<file path="config.mk">
export PLATFORM = sky130hd
export DESIGN_NAME = instr_sequencer_flat
export DESIGN_NICKNAME = d
export VERILOG_FILES = /design/src/rtl/instr_sequencer_if.sv /design/src/rtl/instr_sequencer.sv /design/src/flat_wrapper.sv
export SDC_FILE = /design/constraint.sdc
export NUM_CORES = 1
export LEC_CHECK = 0
export BUFFER_PORTS_ARGS = -buffer_cell sky130_fd_sc_hd__buf_2
export CORE_UTILIZATION = 50
export CTS_CLUSTER_SIZE = 12
export DETAILED_ROUTE_END_ITERATION = 6
export GPL_TIMING_DRIVEN = 0
export PLACE_DENSITY = 0.78
export SLEW_MARGIN = 10
export SYNTH_ARGS = -nofsm -noshare
export SYNTH_HDL_FRONTEND = slang
export SYNTH_SLANG_ARGS = --single-unit
</file>
<file path="constraint.sdc">
create_clock -name clock -period 4.15 [get_ports clock]
set_input_delay 0.83 -clock clock [delete_from_list [all_inputs] [get_ports clock]]
set_output_delay 0.83 -clock clock [all_outputs]
set_load 0.01 [all_outputs]
</file>
<file path="src/rtl/instr_sequencer_if.sv">
// Purpose: groups the instruction sequencer's request, datapath-control and status signals.
// Latency: none, wires only.
// Backpressure: mem_ready from the memory side stretches FETCH and MEM.
interface instr_sequencer_if #(
    parameter int CNT_W = 32
);
    // Requests and flags from the instruction register, ALU and memory
    logic             start;
    logic [5:0]       opcode;
    logic [5:0]       funct;
    logic             alu_zero;
    logic             mem_ready;

    // Memory and datapath controls
    logic             mem_req;
    logic             mem_write;
    logic             ir_write;
    logic             pc_write;
    logic             pc_src;
    logic             reg_write;
    logic             reg_dst;
    logic             alu_src;
    logic             mem_to_reg;
    logic             imm_extend;
    logic [2:0]       alu_op;

    // Status
    logic             busy;
    logic             halted;
    logic             fault;
    logic [CNT_W-1:0] retire_cnt;

    // Driver side: instruction source, ALU flag and memory
    modport master (
        output start, opcode, funct, alu_zero, mem_ready,
        input  mem_req, mem_write, ir_write, pc_write, pc_src, reg_write,
               reg_dst, alu_src, mem_to_reg, imm_extend, alu_op,
               busy, halted, fault, retire_cnt
    );

    // Sequencer side
    modport slave (
        input  start, opcode, funct, alu_zero, mem_ready,
        output mem_req, mem_write, ir_write, pc_write, pc_src, reg_write,
               reg_dst, alu_src, mem_to_reg, imm_extend, alu_op,
               busy, halted, fault, retire_cnt
    );
endinterface

</file>
<file path="src/rtl/instr_sequencer.sv">
// Purpose: multi-cycle control FSM for a small MIPS-like datapath, with retire counter.
// Latency: FETCH to next FETCH is 4 cycles for ALU ops and sw, 5 for lw, 3 for beq.
// Backpressure: FETCH/MEM hold until mem_ready; MEM_TIMEOUT ready-low cycles end in FAULT.
module instr_sequencer #(
    parameter int MEM_TIMEOUT = 15,
    parameter int CNT_W       = 32
) (
    input logic               clock,
    input logic               clear,
    instr_sequencer_if.slave  bus
);

    typedef enum logic [2:0] {
        S_IDLE,
        S_FETCH,
        S_DECODE,
        S_EXEC,
        S_MEM,
        S_WB,
        S_HALT,
        S_FAULT
    } state_t;

    localparam logic [5:0] OP_RTYPE = 6'h00;
    localparam logic [5:0] OP_BEQ   = 6'h04;
    localparam logic [5:0] OP_ADDI  = 6'h08;
    localparam logic [5:0] OP_SLTI  = 6'h0A;
    localparam logic [5:0] OP_ANDI  = 6'h0C;
    localparam logic [5:0] OP_ORI   = 6'h0D;
    localparam logic [5:0] OP_LW    = 6'h23;
    localparam logic [5:0] OP_SW    = 6'h2B;
    localparam logic [5:0] OP_HALT  = 6'h3F;

    localparam logic [5:0] FN_ADD = 6'h20;
    localparam logic [5:0] FN_SUB = 6'h22;
    localparam logic [5:0] FN_AND = 6'h24;
    localparam logic [5:0] FN_OR  = 6'h25;
    localparam logic [5:0] FN_SLT = 6'h2A;

    localparam logic [2:0] ALU_ADD = 3'b010;
    localparam logic [2:0] ALU_SUB = 3'b110;
    localparam logic [2:0] ALU_AND = 3'b000;
    localparam logic [2:0] ALU_OR  = 3'b001;
    localparam logic [2:0] ALU_SLT = 3'b111;

    // The last permitted ready-low cycle: the wait counter would reach MEM_TIMEOUT on it
    localparam logic [7:0] WAIT_LAST = 8'(MEM_TIMEOUT - 1);

    state_t           state_q;
    state_t           state_nxt;
    logic [5:0]       op_q;
    logic [5:0]       fn_q;
    logic [7:0]       wait_q;
    logic [CNT_W-1:0] retire_q;
    logic             retire_inc;
    logic             timeout;

    // Decoded from the latched instruction fields
    logic [2:0]       dec_alu_op;
    logic             dec_alu_src;
    logic             dec_imm;
    logic             funct_ok;
    logic             is_rtype;
    logic             is_lw;
    logic             is_sw;
    logic             is_beq;

    // Output staging
    logic             mem_req;
    logic             mem_write;
    logic             ir_write;
    logic             pc_write;
    logic             pc_src;
    logic             reg_write;
    logic             reg_dst;
    logic             alu_src;
    logic             mem_to_reg;
    logic             imm_extend;
    logic [2:0]       alu_op;
    logic             busy;
    logic             halted;
    logic             fault;

    // Opcodes accepted at DECODE as executable (halt is handled separately)
    function automatic logic op_known(input logic [5:0] op);
        case (op)
            OP_RTYPE, OP_BEQ, OP_ADDI, OP_SLTI, OP_ANDI, OP_ORI, OP_LW, OP_SW: op_known = 1'b1;
            default: op_known = 1'b0;
        endcase
    endfunction

    assign is_rtype = (op_q == OP_RTYPE);
    assign is_lw    = (op_q == OP_LW);
    assign is_sw    = (op_q == OP_SW);
    assign is_beq   = (op_q == OP_BEQ);
    assign timeout  = !bus.mem_ready && (wait_q == WAIT_LAST);

    // ALU function, operand select and immediate extension for the latched instruction
    always_comb begin
        dec_alu_op  = ALU_AND;
        dec_alu_src = 1'b0;
        dec_imm     = 1'b0;
        funct_ok    = 1'b0;
        case (op_q)
            OP_RTYPE: begin
                funct_ok = 1'b1;
                case (fn_q)
                    FN_ADD:  dec_alu_op = ALU_ADD;
                    FN_SUB:  dec_alu_op = ALU_SUB;
                    FN_AND:  dec_alu_op = ALU_AND;
                    FN_OR:   dec_alu_op = ALU_OR;
                    FN_SLT:  dec_alu_op = ALU_SLT;
                    default: funct_ok   = 1'b0;
                endcase
            end
            OP_ADDI: begin
                dec_alu_src = 1'b1;
                dec_alu_op  = ALU_ADD;
            end
            OP_SLTI: begin
                dec_alu_src = 1'b1;
                dec_alu_op  = ALU_SLT;
            end
            OP_ANDI: begin
                dec_alu_src = 1'b1;
                dec_alu_op  = ALU_AND;
                dec_imm     = 1'b1;
            end
            OP_ORI: begin
                dec_alu_src = 1'b1;
                dec_alu_op  = ALU_OR;
                dec_imm     = 1'b1;
            end
            OP_LW, OP_SW: begin
                dec_alu_src = 1'b1;
                dec_alu_op  = ALU_ADD;
            end
            OP_BEQ: dec_alu_op = ALU_SUB;
            default: begin
            end
        endcase
    end

    // Next state, datapath controls and retire strobe from state plus latched instruction
    always_comb begin
        state_nxt  = state_q;
        retire_inc = 1'b0;
        mem_req    = 1'b0;
        mem_write  = 1'b0;
        ir_write   = 1'b0;
        pc_write   = 1'b0;
        pc_src     = 1'b0;
        reg_write  = 1'b0;
        reg_dst    = 1'b0;
        alu_src    = 1'b0;
        mem_to_reg = 1'b0;
        imm_extend = 1'b0;
        alu_op     = 3'b000;
        busy       = 1'b0;
        halted     = 1'b0;
        fault      = 1'b0;
        case (state_q)
            S_IDLE: begin
                if (bus.start) state_nxt = S_FETCH;
            end
            S_FETCH: begin
                busy    = 1'b1;
                mem_req = 1'b1;
                if (bus.mem_ready) begin
                    ir_write  = 1'b1;
                    pc_write  = 1'b1;
                    state_nxt = S_DECODE;
                end else if (timeout) begin
                    state_nxt = S_FAULT;
                end
            end
            S_DECODE: begin
                // Fields are being latched this cycle, so route on the live opcode
                busy = 1'b1;
                if (bus.opcode == OP_HALT)     state_nxt = S_HALT;
                else if (op_known(bus.opcode)) state_nxt = S_EXEC;
                else                           state_nxt = S_FAULT;
            end
            S_EXEC: begin
                busy       = 1'b1;
                alu_op     = dec_alu_op;
                alu_src    = dec_alu_src;
                imm_extend = dec_imm;
                if (is_rtype && !funct_ok) begin
                    state_nxt = S_FAULT;
                end else if (is_lw || is_sw) begin
                    state_nxt = S_MEM;
                end else if (is_beq) begin
                    pc_write   = bus.alu_zero;
                    pc_src     = bus.alu_zero;
                    retire_inc = 1'b1;
                    state_nxt  = S_FETCH;
                end else begin
                    state_nxt = S_WB;
                end
            end
            S_MEM: begin
                busy      = 1'b1;
                mem_req   = 1'b1;
                mem_write = is_sw;
                if (bus.mem_ready) begin
                    retire_inc = is_sw;
                    state_nxt  = is_sw ? S_FETCH : S_WB;
                end else if (timeout) begin
                    state_nxt = S_FAULT;
                end
            end
            S_WB: begin
                // ALU controls stay as in EXEC so the written result is unchanged;
                // zero-extension belongs to the ALU operand and is kept with them
                busy       = 1'b1;
                reg_write  = 1'b1;
                reg_dst    = is_rtype;
                mem_to_reg = is_lw;
                alu_op     = dec_alu_op;
                alu_src    = dec_alu_src;
                imm_extend = dec_imm;
                retire_inc = 1'b1;
                state_nxt  = S_FETCH;
            end
            S_HALT:  halted = 1'b1;
            S_FAULT: fault  = 1'b1;
            default: state_nxt = S_IDLE;
        endcase
    end

    // State register; clear wins over every transition
    always_ff @(posedge clock) begin
        if (clear) state_q <= S_IDLE;
        else       state_q <= state_nxt;
    end

    // Capture the instruction fields once, in DECODE
    always_ff @(posedge clock) begin
        if (clear) begin
            op_q <= 6'h00;
            fn_q <= 6'h00;
        end else if (state_q == S_DECODE) begin
            op_q <= bus.opcode;
            fn_q <= bus.funct;
        end
    end

    // Memory wait counter: zeroed on any state change, counts ready-low cycles in FETCH/MEM
    always_ff @(posedge clock) begin
        if (clear) begin
            wait_q <= 8'd0;
        end else if (state_nxt != state_q) begin
            wait_q <= 8'd0;
        end else if ((state_q == S_FETCH || state_q == S_MEM) && !bus.mem_ready) begin
            wait_q <= wait_q + 8'd1;
        end
    end

    // Retired-instruction counter, wraps naturally
    always_ff @(posedge clock) begin
        if (clear)           retire_q <= '0;
        else if (retire_inc) retire_q <= retire_q + CNT_W'(1);
    end

    assign bus.mem_req    = mem_req;
    assign bus.mem_write  = mem_write;
    assign bus.ir_write   = ir_write;
    assign bus.pc_write   = pc_write;
    assign bus.pc_src     = pc_src;
    assign bus.reg_write  = reg_write;
    assign bus.reg_dst    = reg_dst;
    assign bus.alu_src    = alu_src;
    assign bus.mem_to_reg = mem_to_reg;
    assign bus.imm_extend = imm_extend;
    assign bus.alu_op     = alu_op;
    assign bus.busy       = busy;
    assign bus.halted     = halted;
    assign bus.fault      = fault;
    assign bus.retire_cnt = retire_q;

endmodule

</file>
<file path="src/flat_wrapper.sv">
// flat-port wrapper written by rule: the top's interface ports become plain ports
module instr_sequencer_flat 
#(
    parameter int MEM_TIMEOUT = 15,
    parameter int CNT_W       = 32
)
  (clock, clear, bus_start, bus_opcode, bus_funct, bus_alu_zero, bus_mem_ready, bus_mem_req, bus_mem_write, bus_ir_write, bus_pc_write, bus_pc_src, bus_reg_write, bus_reg_dst, bus_alu_src, bus_mem_to_reg, bus_imm_extend, bus_alu_op, bus_busy, bus_halted, bus_fault, bus_retire_cnt);
  instr_sequencer_if #(.CNT_W(CNT_W)) bus_i ();
  input logic clock;
  input logic clear;
  input wire logic [$bits(bus_i.start)-1:0] bus_start;
  input wire logic [$bits(bus_i.opcode)-1:0] bus_opcode;
  input wire logic [$bits(bus_i.funct)-1:0] bus_funct;
  input wire logic [$bits(bus_i.alu_zero)-1:0] bus_alu_zero;
  input wire logic [$bits(bus_i.mem_ready)-1:0] bus_mem_ready;
  output wire logic [$bits(bus_i.mem_req)-1:0] bus_mem_req;
  output wire logic [$bits(bus_i.mem_write)-1:0] bus_mem_write;
  output wire logic [$bits(bus_i.ir_write)-1:0] bus_ir_write;
  output wire logic [$bits(bus_i.pc_write)-1:0] bus_pc_write;
  output wire logic [$bits(bus_i.pc_src)-1:0] bus_pc_src;
  output wire logic [$bits(bus_i.reg_write)-1:0] bus_reg_write;
  output wire logic [$bits(bus_i.reg_dst)-1:0] bus_reg_dst;
  output wire logic [$bits(bus_i.alu_src)-1:0] bus_alu_src;
  output wire logic [$bits(bus_i.mem_to_reg)-1:0] bus_mem_to_reg;
  output wire logic [$bits(bus_i.imm_extend)-1:0] bus_imm_extend;
  output wire logic [$bits(bus_i.alu_op)-1:0] bus_alu_op;
  output wire logic [$bits(bus_i.busy)-1:0] bus_busy;
  output wire logic [$bits(bus_i.halted)-1:0] bus_halted;
  output wire logic [$bits(bus_i.fault)-1:0] bus_fault;
  output wire logic [$bits(bus_i.retire_cnt)-1:0] bus_retire_cnt;
  assign bus_i.start = bus_start;
  assign bus_i.opcode = bus_opcode;
  assign bus_i.funct = bus_funct;
  assign bus_i.alu_zero = bus_alu_zero;
  assign bus_i.mem_ready = bus_mem_ready;
  assign bus_mem_req = bus_i.mem_req;
  assign bus_mem_write = bus_i.mem_write;
  assign bus_ir_write = bus_i.ir_write;
  assign bus_pc_write = bus_i.pc_write;
  assign bus_pc_src = bus_i.pc_src;
  assign bus_reg_write = bus_i.reg_write;
  assign bus_reg_dst = bus_i.reg_dst;
  assign bus_alu_src = bus_i.alu_src;
  assign bus_mem_to_reg = bus_i.mem_to_reg;
  assign bus_imm_extend = bus_i.imm_extend;
  assign bus_alu_op = bus_i.alu_op;
  assign bus_busy = bus_i.busy;
  assign bus_halted = bus_i.halted;
  assign bus_fault = bus_i.fault;
  assign bus_retire_cnt = bus_i.retire_cnt;
  instr_sequencer #(.MEM_TIMEOUT(MEM_TIMEOUT), .CNT_W(CNT_W)) u_core (.clock(clock), .clear(clear), .bus(bus_i));
endmodule
</file>
==> reports/metrics.csv <==
metric,value,unit
status,finished clean,
wl_per_cell,15.2,um
htree_levels,2,
final.setup.tns,0,ps
p_sw,294,uW
path_cells,clkbuf_1 -> nor3_1 -> nand2_1 -> or2_2 -> nor4_1 -> o21a_1 -> buf_2,
postLayoutCellArea,3620,sq um
setup_violations,0,
syn_inst,411,
pre_cts_ws,1270,ps
die_h,81.3,um
firstDrtPassIters,4,
drc,0,
finClkSkew,8.08,ps
power.density,279,nW/um^2
clock_latency,310,ps
vias,3405,
postCtsSetupBuffers,0,
clk_pin_slew_worst_paths,90,ps
io_pins,65,
arrival,2310,ps
cts_buffers,5,
grt_pass1_wl,13600,um
clock_power_share,27.5,%
cpMaxStageDelayCell,nor3_1,
vias_per_cell,6.15,
dp_hpwl,6240,um
report.final.slew_viol_count,0,
hp-class,register to register,
placed_cell_area,3550,sq um
post-route-period-util,75.6,%
syn-num-nets,431,
seq_power_share,54.5,%
n_fill_cell,568,
slowest_delay,440,ps
grt_max_degree,16,
dr.first_iter.drc_count,132,
grt_util_met3,5.06,%
wirelength,8430,um
crit_type,register to output port,
seq_area_frac_synth,35.0,%
cp.buffers_inverters,2,
routabilityCongestion,0.914,
die_area,6610,sq um
core_area,5990,sq um
slew-limit-headroom,51.3,%
drive_above_1_share,17.3,%
start_util,52.5,%
setup_slack,1010,ps
cts_resized,0,
ir_drop,0.165,mV
area_growth,15.3,%
hold_depth,2,
tightest_slew,729,ps
die_x,81.3,um
crit_required,3320,ps
crit_fanout,10,
nets,500,
diodes,0,
top_usage_layer,met2,
globalRouteOverflowTotal,0,
track_usage,26.3,%
path_depth,7,
grtUsageMet2,45.8,%
antenna_found_initial,0,
row_count,28,
endpoint_kind,output port,
avgSynthCellArea,7.65,sq um
portBuffers,62,
hold_violations,0,
rsz0062_at_grt,no,
cts_sinks,55,
swShare,29.1,%
synth-edff-count,0,
ys.flop_type,dfxtp_1,
cp-start-kind,register,
cts_tree,done,
synth.ff_latch_count,55,
cap_violations,0,
ant_nets,0,
yosysUniqueCellTypes,53,
synth_warnings,0,
hold_buffers,0,
reg2reg_depth,8,
fin_crit,3140,ps
path_delay_family,simple AND/OR/NAND/NOR gates,
async_reset_ff_share,0,%
cts.path.max_buffers,2,
first_global_vias,3063,
fmax,319,MHz
met1_usage,31.5,%
netlist_area,3140,sq um
multi_input_area,1910,sq um
comb_power_share,18.0,%
regArea,1100,sq um
internal_power,716,uW
leakage,1.32,nW
cts-root-buf,clkbuf_8,
[layout make-up]
class                      instances  area share [%]
buffer                            29            3.07
clock buffer                       5            1.90
clock inverter                     1           0.207
inverter                           7           0.725
multi-input combinational        320            52.6
sequential                        55            30.4
tap                               75            2.59
timing repair buffer              62            8.56
[final timing paths]
kind / startpoint / end / slack (ps)
max: u_core.op_q[0]$_SDFFE_PP0P_ / bus_alu_op[1] / 1010
min: u_core.fn_q[5]$_SDFFE_PP0P_ / u_core.fn_q[5]$_SDFFE_PP0P_ / 460
max reg2reg: u_core.op_q[0]$_SDFFE_PP0P_ / u_core.bus.retire_cnt[1]$_SDFFE_PP0P_ / 1460
min reg2reg: u_core.fn_q[5]$_SDFFE_PP0P_ / u_core.fn_q[5]$_SDFFE_PP0P_ / 460
[stage by stage]
stage,power [mW],utilization [%],hold WS [ps],instances
2_1_floorplan,0.688,-,431,411
3_3_place_gp,0.736,59.2,439,548
3_5_place_dp,0.740,59.2,452,548
4_1_cts,1.01,60.5,465,554
5_1_grt,1.06,60.5,487,554
6_report,1.01,60.5,462,554
[tightest hold or removal path, cell delays in order (launching register included)]
cell and delay, ps:
dfxtp_1 320, nand2_1 50, a21oi_1 50
[synthesized netlist by cell type (all sizes together) (7+ instances only)]
library cell  number  area share (%)
nand4             18             4.0
or3               20             4.1
o21a               9             2.1
inv                7            0.84
nor2              17             2.0
o31ai             12             2.9
nand2             51             6.1
clkbuf            24             2.9
o21ai             21             3.3
nand3             10             1.6
nor4               8             1.6
xor2               8             2.2
a21oi             52             8.3
nor2b              7             1.4
or4               15             3.7
nor3              18             2.9
dfxtp             55              35
[registers in the layout, summed over array words and instances, names as in the netlist]
register               cells
u_core.op_q                6
u_core.bus.retire_cnt     32
u_core.state_q             3
u_core.fn_q                6
u_core.wait_q              8
[cell families (layout without fill, tap and decap cells)]
group           Yosys count  count (layout)  synth area share [%]
buf+inv                  36             104                  4.38
simple gates            193             193                  34.3
compound gates          111             111                  21.3
mux                       3               3                  1.03
flops                    55              55                  35.0
fa+ha+maj                 3               3                  1.19
xor+xnor                 10              10                  2.79
[power groups by stage]
stage                     sequential [mW]  combinational (mW)  clock [mW]
final                               0.551               0.182       0.278
after detailed placement            0.563               0.177           0
after floorplan                     0.561               0.127           0
after global routing                0.553               0.201       0.305
after global placement              0.562               0.174           0
after CTS                           0.551               0.178       0.285
[placed cells by master, fill, tap and decap left out, types with 3 or more instances in the layout]
master and n:
dfxtp_1 55, buf_2 64, or3_1 19, nor3b_1 3, or4_1 14, nand2b_1 3
ha_1 3, o31ai_1 12, xor2_1 8, nor2_1 17, o21ai_0 21, a21oi_1 52
o21a_1 9, and3_1 4, nand3_1 10, and4_1 3, nor4_1 8, nor2b_1 7
clkbuf_8 5, nor3_1 18, clkbuf_1 24, nand2_1 51, and2_1 5, buf_1 3
nand4_1 16, inv_1 7
[per-layer routing]
metal  routed length [um]  vias up
met5                    0        -
met3                  510       14
li1                     -     1663
met4                  132        0
met2                 4070      120
met1                 3720     1608
Power figures use the tool's default switching activity.
